===== src/rtl/codec_cfg_sequencer_pkg.sv =====
// Shared definitions for the WM8731 configuration sequencer: register map,
// state codes shown on the display and command word packing.
package codec_cfg_sequencer_pkg;

  localparam int unsigned REG_W  = 7;
  localparam int unsigned DATA_W = 9;
  localparam int unsigned WORD_W = REG_W + DATA_W;
  localparam int unsigned IDX_W  = 4;
  localparam int unsigned GAP_W  = 17;

  localparam logic [REG_W-1:0] REG_LLIN  = 7'h00;
  localparam logic [REG_W-1:0] REG_RLIN  = 7'h01;
  localparam logic [REG_W-1:0] REG_LHP   = 7'h02;
  localparam logic [REG_W-1:0] REG_RHP   = 7'h03;
  localparam logic [REG_W-1:0] REG_AAPC  = 7'h04;
  localparam logic [REG_W-1:0] REG_DAPC  = 7'h05;
  localparam logic [REG_W-1:0] REG_PDC   = 7'h06;
  localparam logic [REG_W-1:0] REG_DAIF  = 7'h07;
  localparam logic [REG_W-1:0] REG_SRC   = 7'h08;
  localparam logic [REG_W-1:0] REG_ACT   = 7'h09;
  localparam logic [REG_W-1:0] REG_RESET = 7'h0F;

  typedef enum logic [3:0] {
    ST_IDLE  = 4'd0,
    ST_ISSUE = 4'd1,
    ST_WAIT  = 4'd2,
    ST_GAP   = 4'd3,
    ST_DONE  = 4'd4,
    ST_ERROR = 4'd5
  } state_e;

  typedef struct packed {
    logic [REG_W-1:0]  addr;
    logic [DATA_W-1:0] data;
  } cmd_word_t;

  // Register address goes out first on the wire, so it occupies the MSBs.
  function automatic cmd_word_t pack_cmd(input logic [REG_W-1:0]  addr,
                                         input logic [DATA_W-1:0] data);
    cmd_word_t w;
    w.addr = addr;
    w.data = data;
    return w;
  endfunction

endpackage


===== src/rtl/codec_cfg_sequencer_rom.sv =====
// Default WM8731 power-up table: codec reset first, activate last.
module codec_cfg_rom
  import codec_cfg_sequencer_pkg::*;
(
  input  logic [IDX_W-1:0]  i_idx,
  output logic [WORD_W-1:0] o_word
);

  always_comb begin
    o_word = '0;
    case (i_idx)
      IDX_W'(0): o_word = pack_cmd(REG_RESET, 9'h000);
      IDX_W'(1): o_word = pack_cmd(REG_PDC,   9'h002);
      IDX_W'(2): o_word = pack_cmd(REG_LHP,   9'h079);
      IDX_W'(3): o_word = pack_cmd(REG_RHP,   9'h079);
      IDX_W'(4): o_word = pack_cmd(REG_AAPC,  9'h012);
      IDX_W'(5): o_word = pack_cmd(REG_DAPC,  9'h000);
      IDX_W'(6): o_word = pack_cmd(REG_DAIF,  9'h002);  // I2S, 16-bit
      IDX_W'(7): o_word = pack_cmd(REG_SRC,   9'h000);  // 48 kHz normal mode
      IDX_W'(8): o_word = pack_cmd(REG_LLIN,  9'h017);
      IDX_W'(9): o_word = pack_cmd(REG_ACT,   9'h001);
      default:   o_word = '0;
    endcase
  end

endmodule


===== src/rtl/codec_cfg_sequencer.sv =====
// Codec configuration sequencer: issues each ROM word to the I2C master,
// retries NACKs, paces writes and enables audio once every write is acked.
module codec_cfg_sequencer
  import codec_cfg_sequencer_pkg::*;
#(
  parameter int unsigned NUM_REGS   = 10,
  parameter logic [15:0] GAP_CYCLES = 16'd1200,
  parameter logic [15:0] RESET_WAIT = 16'd12000,
  parameter int unsigned MAX_RETRY  = 2
) (
  input  logic              clk,
  input  logic              reset,
  input  logic              start,
  output logic              cmd_valid,
  input  logic              cmd_ready,
  output logic [WORD_W-1:0] cmd_word,
  input  logic              cmd_done,
  input  logic              cmd_nack,
  output logic              busy,
  output logic              audio_en,
  output logic              init_err,
  output logic [3:0]        state_info,
  output logic [IDX_W-1:0]  entry_idx
);

  localparam int unsigned     RETRY_W  = (MAX_RETRY < 1) ? 1 : $clog2(MAX_RETRY + 1);
  localparam logic [IDX_W-1:0] LAST_IDX = IDX_W'(NUM_REGS - 1);

  state_e              r_state;
  logic                r_cmd_valid;
  logic [WORD_W-1:0]   r_cmd_word;
  logic                r_busy;
  logic                r_audio_en;
  logic                r_init_err;
  logic [IDX_W-1:0]    r_entry_idx;
  logic [RETRY_W-1:0]  r_retry;
  logic [GAP_W-1:0]    r_gap;

  logic [IDX_W-1:0]    w_rom_idx;
  logic [WORD_W-1:0]   w_rom_word;

  // Only two lookups are ever needed: entry 0 on start, the next entry on leaving GAP.
  assign w_rom_idx = (r_state == ST_GAP) ? IDX_W'(r_entry_idx + IDX_W'(1)) : '0;

  codec_cfg_rom u_rom (
    .i_idx  (w_rom_idx),
    .o_word (w_rom_word)
  );

  always_ff @(posedge clk or posedge reset) begin
    if (reset) begin
      r_state     <= ST_IDLE;
      r_cmd_valid <= 1'b0;
      r_cmd_word  <= '0;
      r_busy      <= 1'b0;
      r_audio_en  <= 1'b0;
      r_init_err  <= 1'b0;
      r_entry_idx <= '0;
      r_retry     <= '0;
      r_gap       <= '0;
    end else begin
      case (r_state)
        ST_IDLE, ST_DONE, ST_ERROR: begin
          if (start) begin
            r_state     <= ST_ISSUE;
            r_cmd_valid <= 1'b1;
            r_cmd_word  <= w_rom_word;
            r_busy      <= 1'b1;
            r_audio_en  <= 1'b0;
            r_init_err  <= 1'b0;
            r_entry_idx <= '0;
            r_retry     <= '0;
            r_gap       <= '0;
          end
        end
        ST_ISSUE: begin
          if (r_cmd_valid && cmd_ready) begin
            r_cmd_valid <= 1'b0;
            r_state     <= ST_WAIT;
          end
        end
        ST_WAIT: begin
          if (cmd_done) begin
            if (!cmd_nack) begin
              r_gap   <= (r_entry_idx == '0) ? GAP_W'(GAP_CYCLES) + GAP_W'(RESET_WAIT)
                                             : GAP_W'(GAP_CYCLES);
              r_state <= ST_GAP;
            end else if (r_retry < RETRY_W'(MAX_RETRY)) begin
              // Word register still holds this entry, so the reissue is identical.
              r_retry     <= RETRY_W'(r_retry + RETRY_W'(1));
              r_cmd_valid <= 1'b1;
              r_state     <= ST_ISSUE;
            end else begin
              r_init_err <= 1'b1;
              r_busy     <= 1'b0;
              r_state    <= ST_ERROR;
            end
          end
        end
        ST_GAP: begin
          // GAP occupies exactly the loaded count of cycles (at least one).
          if (r_gap <= GAP_W'(1)) begin
            r_gap <= '0;
            if (r_entry_idx == LAST_IDX) begin
              r_busy     <= 1'b0;
              r_audio_en <= 1'b1;
              r_state    <= ST_DONE;
            end else begin
              r_entry_idx <= IDX_W'(r_entry_idx + IDX_W'(1));
              r_retry     <= '0;
              r_cmd_word  <= w_rom_word;
              r_cmd_valid <= 1'b1;
              r_state     <= ST_ISSUE;
            end
          end else begin
            r_gap <= GAP_W'(r_gap - GAP_W'(1));
          end
        end
        default: r_state <= ST_IDLE;
      endcase
    end
  end

  assign cmd_valid  = r_cmd_valid;
  assign cmd_word   = r_cmd_word;
  assign busy       = r_busy;
  assign audio_en   = r_audio_en;
  assign init_err   = r_init_err;
  assign state_info = r_state;
  assign entry_idx  = r_entry_idx;

endmodule


===== config.mk =====
export PLATFORM = sky130hd
export DESIGN_NAME = codec_cfg_sequencer
export DESIGN_NICKNAME = d
export VERILOG_FILES = /design/src/rtl/codec_cfg_sequencer_pkg.sv /design/src/rtl/codec_cfg_sequencer_rom.sv /design/src/rtl/codec_cfg_sequencer.sv
export SDC_FILE = /design/constraint.sdc
export NUM_CORES = 1
export LEC_CHECK = 0
export BUFFER_PORTS_ARGS = -buffer_cell sky130_fd_sc_hd__buf_4
export CAP_MARGIN = 20
export CORE_ASPECT_RATIO = 1.25
export CORE_UTILIZATION = 47
export CTS_CLUSTER_DIAMETER = 80
export DETAILED_ROUTE_END_ITERATION = 16
export PLACE_DENSITY = 0.72
export SETUP_SLACK_MARGIN = 0.3
export SLEW_MARGIN = 10
export SYNTH_ARGS = -nofsm -noshare
export SYNTH_HDL_FRONTEND = slang
export SYNTH_SLANG_ARGS = --single-unit
export TNS_END_PERCENT = 1

===== constraint.sdc =====
create_clock -name clk -period 7 [get_ports clk]
set_input_delay 1.4 -clock clk [delete_from_list [all_inputs] [get_ports clk]]
set_output_delay 1.4 -clock clk [all_outputs]
set_load 0.005 [all_outputs]

## Word level (Yosys, flattened, before mapping)

Memory sizes are Yosys's and may differ from the RTL's.
Cells that the tools add are included.

| cells by class | value |
|---|---|
| eq/ne operators | 16 |
| add/sub/neg operators | 3 |
| muxes and demuxes | 52 |
| $lt $le $gt $ge | 2 |
| reduce and logical (&&, ||, !) cells | 16 |

Operator list:

| kind | count |
|---|---|
| $mux 17 | 4 |
| $pmux 17 s3 | 1 |
| $mux 16 | 3 |
| $mux 4 | 8 |
| $pmux 16 s2 | 1 |
| $mux 1 | 18 |
| $le 17x1->1 const B | 1 |
| $sub 17x1->17 const B | 1 |
| $ne 2x2->1 const B | 8 |
| $pmux 4 s4 | 1 |
| $reduce_and 4->1 | 4 |
| $mux 14 | 1 |
| $reduce_and 7->1 | 2 |
| $mux 2 | 6 |
| $mux 3 | 3 |
| $eq 4x2->1 const B | 2 |
| $eq 4x3->1 const B | 2 |
| $logic_not 4->1 | 2 |
| $pmux 4 s2 | 1 |
| $reduce_and 8->1 | 1 |
| $pmux 2 s3 | 1 |
| $reduce_and 5->1 | 1 |
| $add 4x1->4 const B | 1 |
| $eq 4x1->1 const B | 1 |
| 12 further kinds | 15 |

| word-level totals | value |
|---|---|
| word-level logic and storage cells | 99 |
| memories | 1 |
| memory bits (read-only) | 176 |
| register bits | 47 |
| input port bits | 6 |
| output and inout bits | 28 |

Memories:

| name | words | bits a word | rd ports | clocked after Yosys merged registers in | wr ports | line | text |
|---|---|---|---|---|---|---|---|
| (no name shown) | 16 | 11 | 1 | 0 | 0 | codec_cfg_sequencer_rom.sv:11 | `case (i_idx)` |

## Longest topological paths before layout

An unclocked memory read counts as a cell.

| logic depth | value |
|---|---|
| depth after elaboration | 6 |
| mapped depth | 10 |
| depth with buffers taken out | 9 |

## Modules after synthesis

A second synthesis with hierarchy kept.

| unflattened totals | value |
|---|---|
| cell total of the unflattened synthesis | 291 |
| area, all modules | 2,770.2 sq um |

By module, submodules not included:

| module | cells an instance | times used | area an instance (sq um) |
|---|---|---|---|
| codec_cfg_sequencer | 251 | 1 | 2,492.4 |
| codec_cfg_rom | 40 | 1 | 277.8 |

## Worst setup path after synthesis

OpenSTA, ideal clock, no wires.

| timing | value |
|---|---|
| kind | input to register |
| from | input port cmd_done |
| to | register r_cmd_word[2] (netlist: cmd_word[2]) |
| required time | 6,875 ps |
| stages on the path | 6 |
| slack | 4,402 ps |
| arrival | 2,473 ps |
| library setup time | 125 ps |
| cells stage by stage | nor2_1 o22ai_2 o21ai_4 or2_4 buf_6 mux2_4 |

RTL lines:

| element | line | text |
|---|---|---|
| from (decl) | codec_cfg_sequencer.sv:17 | `input logic cmd_done,` |
| to (signal assigned) | codec_cfg_sequencer.sv:67 | `r_cmd_word <= w_rom_word;` |
| to (signal assigned) | codec_cfg_sequencer.sv:111 | `r_cmd_word <= w_rom_word;` |
| to (decl) | codec_cfg_sequencer.sv:31 | `logic [WORD_W-1:0] r_cmd_word;` |

## Final worst setup path

| timing | value |
|---|---|
| from | register r_state[0] (netlist: state_info[0]) |
| to | register r_cmd_word[9] (netlist: cmd_word[9]) |

| on the way | value |
|---|---|
| longest elaborated chain between the ends | 6 |

RTL lines:

| element | line | text |
|---|---|---|
| from (decl) | codec_cfg_sequencer.sv:29 | `state_e r_state;` |
| from (signal assigned) | codec_cfg_sequencer.sv:52 | `r_state <= ST_IDLE;` |
| from (signal assigned) | codec_cfg_sequencer.sv:65 | `r_state <= ST_ISSUE;` |
| from (signal assigned) | codec_cfg_sequencer.sv:79 | `r_state <= ST_WAIT;` |
| $eq 4x2->1 (*) | codec_cfg_sequencer.sv:43 | `assign w_rom_idx = (r_state == ST_GAP) ? IDX_W'(r_entry_idx + IDX_W'(1)) : '0;` |
| $mux 4 (*) | codec_cfg_sequencer.sv:43 |  |
| net u_rom.i_idx[0] | codec_cfg_sequencer_rom.sv:5 | `input logic [IDX_W-1:0] i_idx,` |
| $mem_v2 16x11 (*) | n/a |  |
| $mux 16 | codec_cfg_sequencer.sv:104 | `if (r_entry_idx == LAST_IDX) begin` |
| $mux 16 | codec_cfg_sequencer.sv:102 | `if (r_gap <= GAP_W'(1)) begin` |
| $pmux 16 s2 (*) | codec_cfg_sequencer.sv:62 | `case (r_state)` |

Mark *: on every way through the listed nets, which the timed path passes. The rest lies on a longest branch. The select of a mux whose other input is x is not followed.
A chain may end at the register's enable or synchronous reset.

==> summary.txt <==
Synthesis
  – Post-synth ARST share: 100%
  – Adder-Cell Fraction of Synth Area: 4.35%
  – Post-synth EDFFs: 0
  – Post-synthesis xor/xnor area fraction: 1.35%
  – Largest family of logic cells by synthesized area: compound AO/OA/AOI/OAI gates
  – Post-synthesis average cell area: 9.35 um2
  – YS warnings: 0
  – Yosys reg bits: 39
  – Synth cell types: 64
  – Post-Synthesis Cell Area: 2590 um2
  – Register area share after synthesis: 37.7%
  – Compound-cell area share of the yosys netlist: 25.7%
  – Mapped Cells: 277
  – Post-synth top flop: dfrtp_1
  – Synth Area in Simple Gates: 18.6%
  – Mux cell area share after synthesis: 3.43%

Drt
  – Drt total wl: 5420 um
  – Antenna Nets Post-Route: 0
  – Routed WL per cell: 15.2 um
  – Via count: 2129
  – Drt first pass iters: 4
  – Number of remaining DRC errors: 0
  – Initial DRC count: 192
  – Vias/cell: 5.95

Die
  – Die Y: 85.0 um
  – I/O pin count: 34
  – Die Width: 68.4 um
  – Die Footprint: 5820 um2
  – Core Area: 5190 um2
  – FP Rows: 29
  – Initial core utilization: 49.9%

GRT
  – Initial antenna violation count: 0
  – First-pass GRT wire length: 8870 um
  – Largest net degree at the start of global routing: 40
  – GRT overflow: 0
  – GRT Overall Usage: 19.8%
  – Number of global-route vias before repair: 1903

Power
  – Clk pwr share: 12.4%
  – Switching Power: 585 uW
  – Pwr per Cell Area: 451 nW/um2
  – P_leak: 1.28 nW
  – Pint: 682 uW
  – Maximum VDD drop: 0.196 mV
  – Combinational power share: 55.9%
  – Switch share: 46.2%
  – Sequential Power Share: 31.7%

Timing
  – Slew HR: 25.4%
  – Setup Skew: 13.2 ps
  – TNS Setup: 0 ps
  – Final hold violation count: 0
  – Final setup fails: 0
  – WHS: 492 ps
  – Max Fclk: 343 MHz
  – Setup ws final: 4090 ps
  – Max Transition Viols Final: 0
  – Minimum clock period: 2910 ps
  – RSZ-0062 raised after global routing: no
  – Tcrit/Tclk final: 41.6%
  – Slew @ Worst Pin: 1120 ps

Clock tree
  – CTS H-Tree Depth: 2
  – Reg clk slew, reported paths: 80 ps
  – CTS Buf Count: 5
  – Skew-Pair Late Insertion Delay: 290 ps
  – Post-CTS Setup Bufs: 0
  – Clk buf depth: 2
  – Post-CTS Hold Buffers: 0
  – Post-cts resize count: 0
  – CTS tree: built
  – Clk root buf: clkbuf_8
  – Clock sink total: 39

Layout
  – Area occupied by multi-input gates: 1410 um2
  – Area grow syn2layout: 8.45%
  – Share of cells above drive strength 1: 18.9%
  – Fin nets: 311
  – Antenna diode count: 0
  – Most common cell after layout, fill and taps aside: dfrtp_1
  – Most frequent cells in the layout: 39 x dfrtp_1, 32 x o21ai_0, 28 x buf_4
  – FF/Latch Area: 976 um2
  – # fillers: 470

Worst setup path
  – CP startpoint kind: flip-flop
  – Critical-path cell list: nor2b_4, nand2_1, nor2_1, inv_1, ha_1, inv_1, nor3_1, a221o_1, mux2_2
  – R2R cell count: 9
  – Crit Path Class: reg2reg
  – Required @ worst endpoint: 7170 ps
  – Critical Path AT: 3080 ps
  – Critical path's top delay family: simple AND/OR/NAND/NOR gates
  – Critical Path Max Stage Delay: 630 ps
  – R2R Path End: cmd_word[9]
  – CP endpoint kind: flip-flop
  – Crit path top cell by count: inv_1
  – Reg2reg start: state_info[0]
  – CP Buf/Inv Count: 2
  – Slowest stage cell, crit path: dfrtp_1
  – Maximum fanout along the worst path: 15
  – Setup slack, reg-to-reg: 4090 ps

Hold path
  – Hold path cells: 1
  – Hold EP: r_gap[16]
  – Hold Path Class: reg2reg
  – Worst Min Path Start: r_gap[16]

Placed design
  – HPWL Detailed: 3760 um
  – DP Worst Slack: 4110 ps
  – PortBufs: 27
  – GPL Wtd Cong: 0.850

Flow run
  – Max-cap violations: 0

Status
  – Status: finished, final reports clean
-- cells by family after synthesis --
kind of cell    after synthesis
other cells                   1
mux                           7
flops                        39
xor+xnor                      4
simple gates                 87
fa+ha+maj                     9
compound gates               95
buf+inv                      35
-- cell usage after synthesis, drive strengths merged, types with 2 or more instances --
master | count | area, um2
nand2b | 4 | 25.0
o31a | 4 | 35.0
ha | 9 | 113
a221o | 2 | 20.0
buf | 15 | 123
o21a | 4 | 30.0
clkbuf | 6 | 52.6
nand4 | 4 | 25.0
a21o | 5 | 38.8
nand3 | 6 | 30.0
o21ai | 33 | 176
a31oi | 8 | 65.1
or4 | 2 | 15.0
a22oi | 2 | 15.0
or3 | 3 | 18.8
nor3 | 9 | 45.0
a21oi | 15 | 75.1
dfrtp | 39 | 976
xor2 | 3 | 26.3
nor4 | 5 | 67.6
mux2 | 6 | 78.8
o22ai | 3 | 25.0
a211oi | 2 | 15.0
o41ai | 2 | 25.0
o22a | 3 | 27.5
nor2 | 18 | 67.6
inv | 14 | 52.6
and3 | 2 | 12.5
nand2 | 26 | 100
and3b | 2 | 17.5
a221oi | 2 | 17.5
-- state kept, by name (all words and copies together) (netlist names) --
register	count
r_retry	2
cmd_valid	1
r_gap	17
init_err	1
state_info	3
cmd_word	9
audio_en	1
busy	1
entry_idx	4
-- power groups by stage --
stage                     Combinational [mW]  Sequential [mW]  Clock, mW
after floorplan                        0.605            0.372          0
after global placement                 0.693            0.402          0
after detailed placement               0.704            0.406          0
after CTS                              0.707            0.401      0.161
after global routing                   0.780            0.417      0.173
final                                  0.708            0.402      0.157
-- stage by stage --
step           power, mW  std cells  area, um2  util (%)
2_1_floorplan      0.977        282       2610         -
3_3_place_gp        1.10        351       2720      52.5
3_5_place_dp        1.11        351       2720      52.5
4_1_cts             1.27        358       2810      54.2
5_1_grt             1.37        358       2810      54.2
6_report            1.27        358       2810      54.2
-- how the worst max path moves through the flow --
stage	start	end	slack [ps]	cells after the start
finish	state_info[0]	cmd_word[9]	4090	9
global route	state_info[0]	cmd_word[9]	3850	9
global placement	cmd_done	r_gap[10]	4160	6
floorplan	cmd_done	cmd_word[2]	4400	6
CTS	state_info[0]	cmd_word[9]	4110	9
detailed placement	start	r_gap[5]	4110	6
-- layer usage --
metal,track usage [%],wire [um],vias up
li1,-,-,1048
met1,25.4,2470,1032
met2,33.0,2710,43
met3,3.76,181,6
met4,5.49,60,0
met5,0,0,-
-- area by class of cell --
cell class,instances,share of cell area [%]
clock buffers,6,2.94
clock inverters,1,0.178
inverters,14,1.87
multi-input cells,208,50.0
flip-flops and latches,39,34.7
well taps,62,2.76
repair buffers,28,7.48
Power figures use the tool's default switching activity.
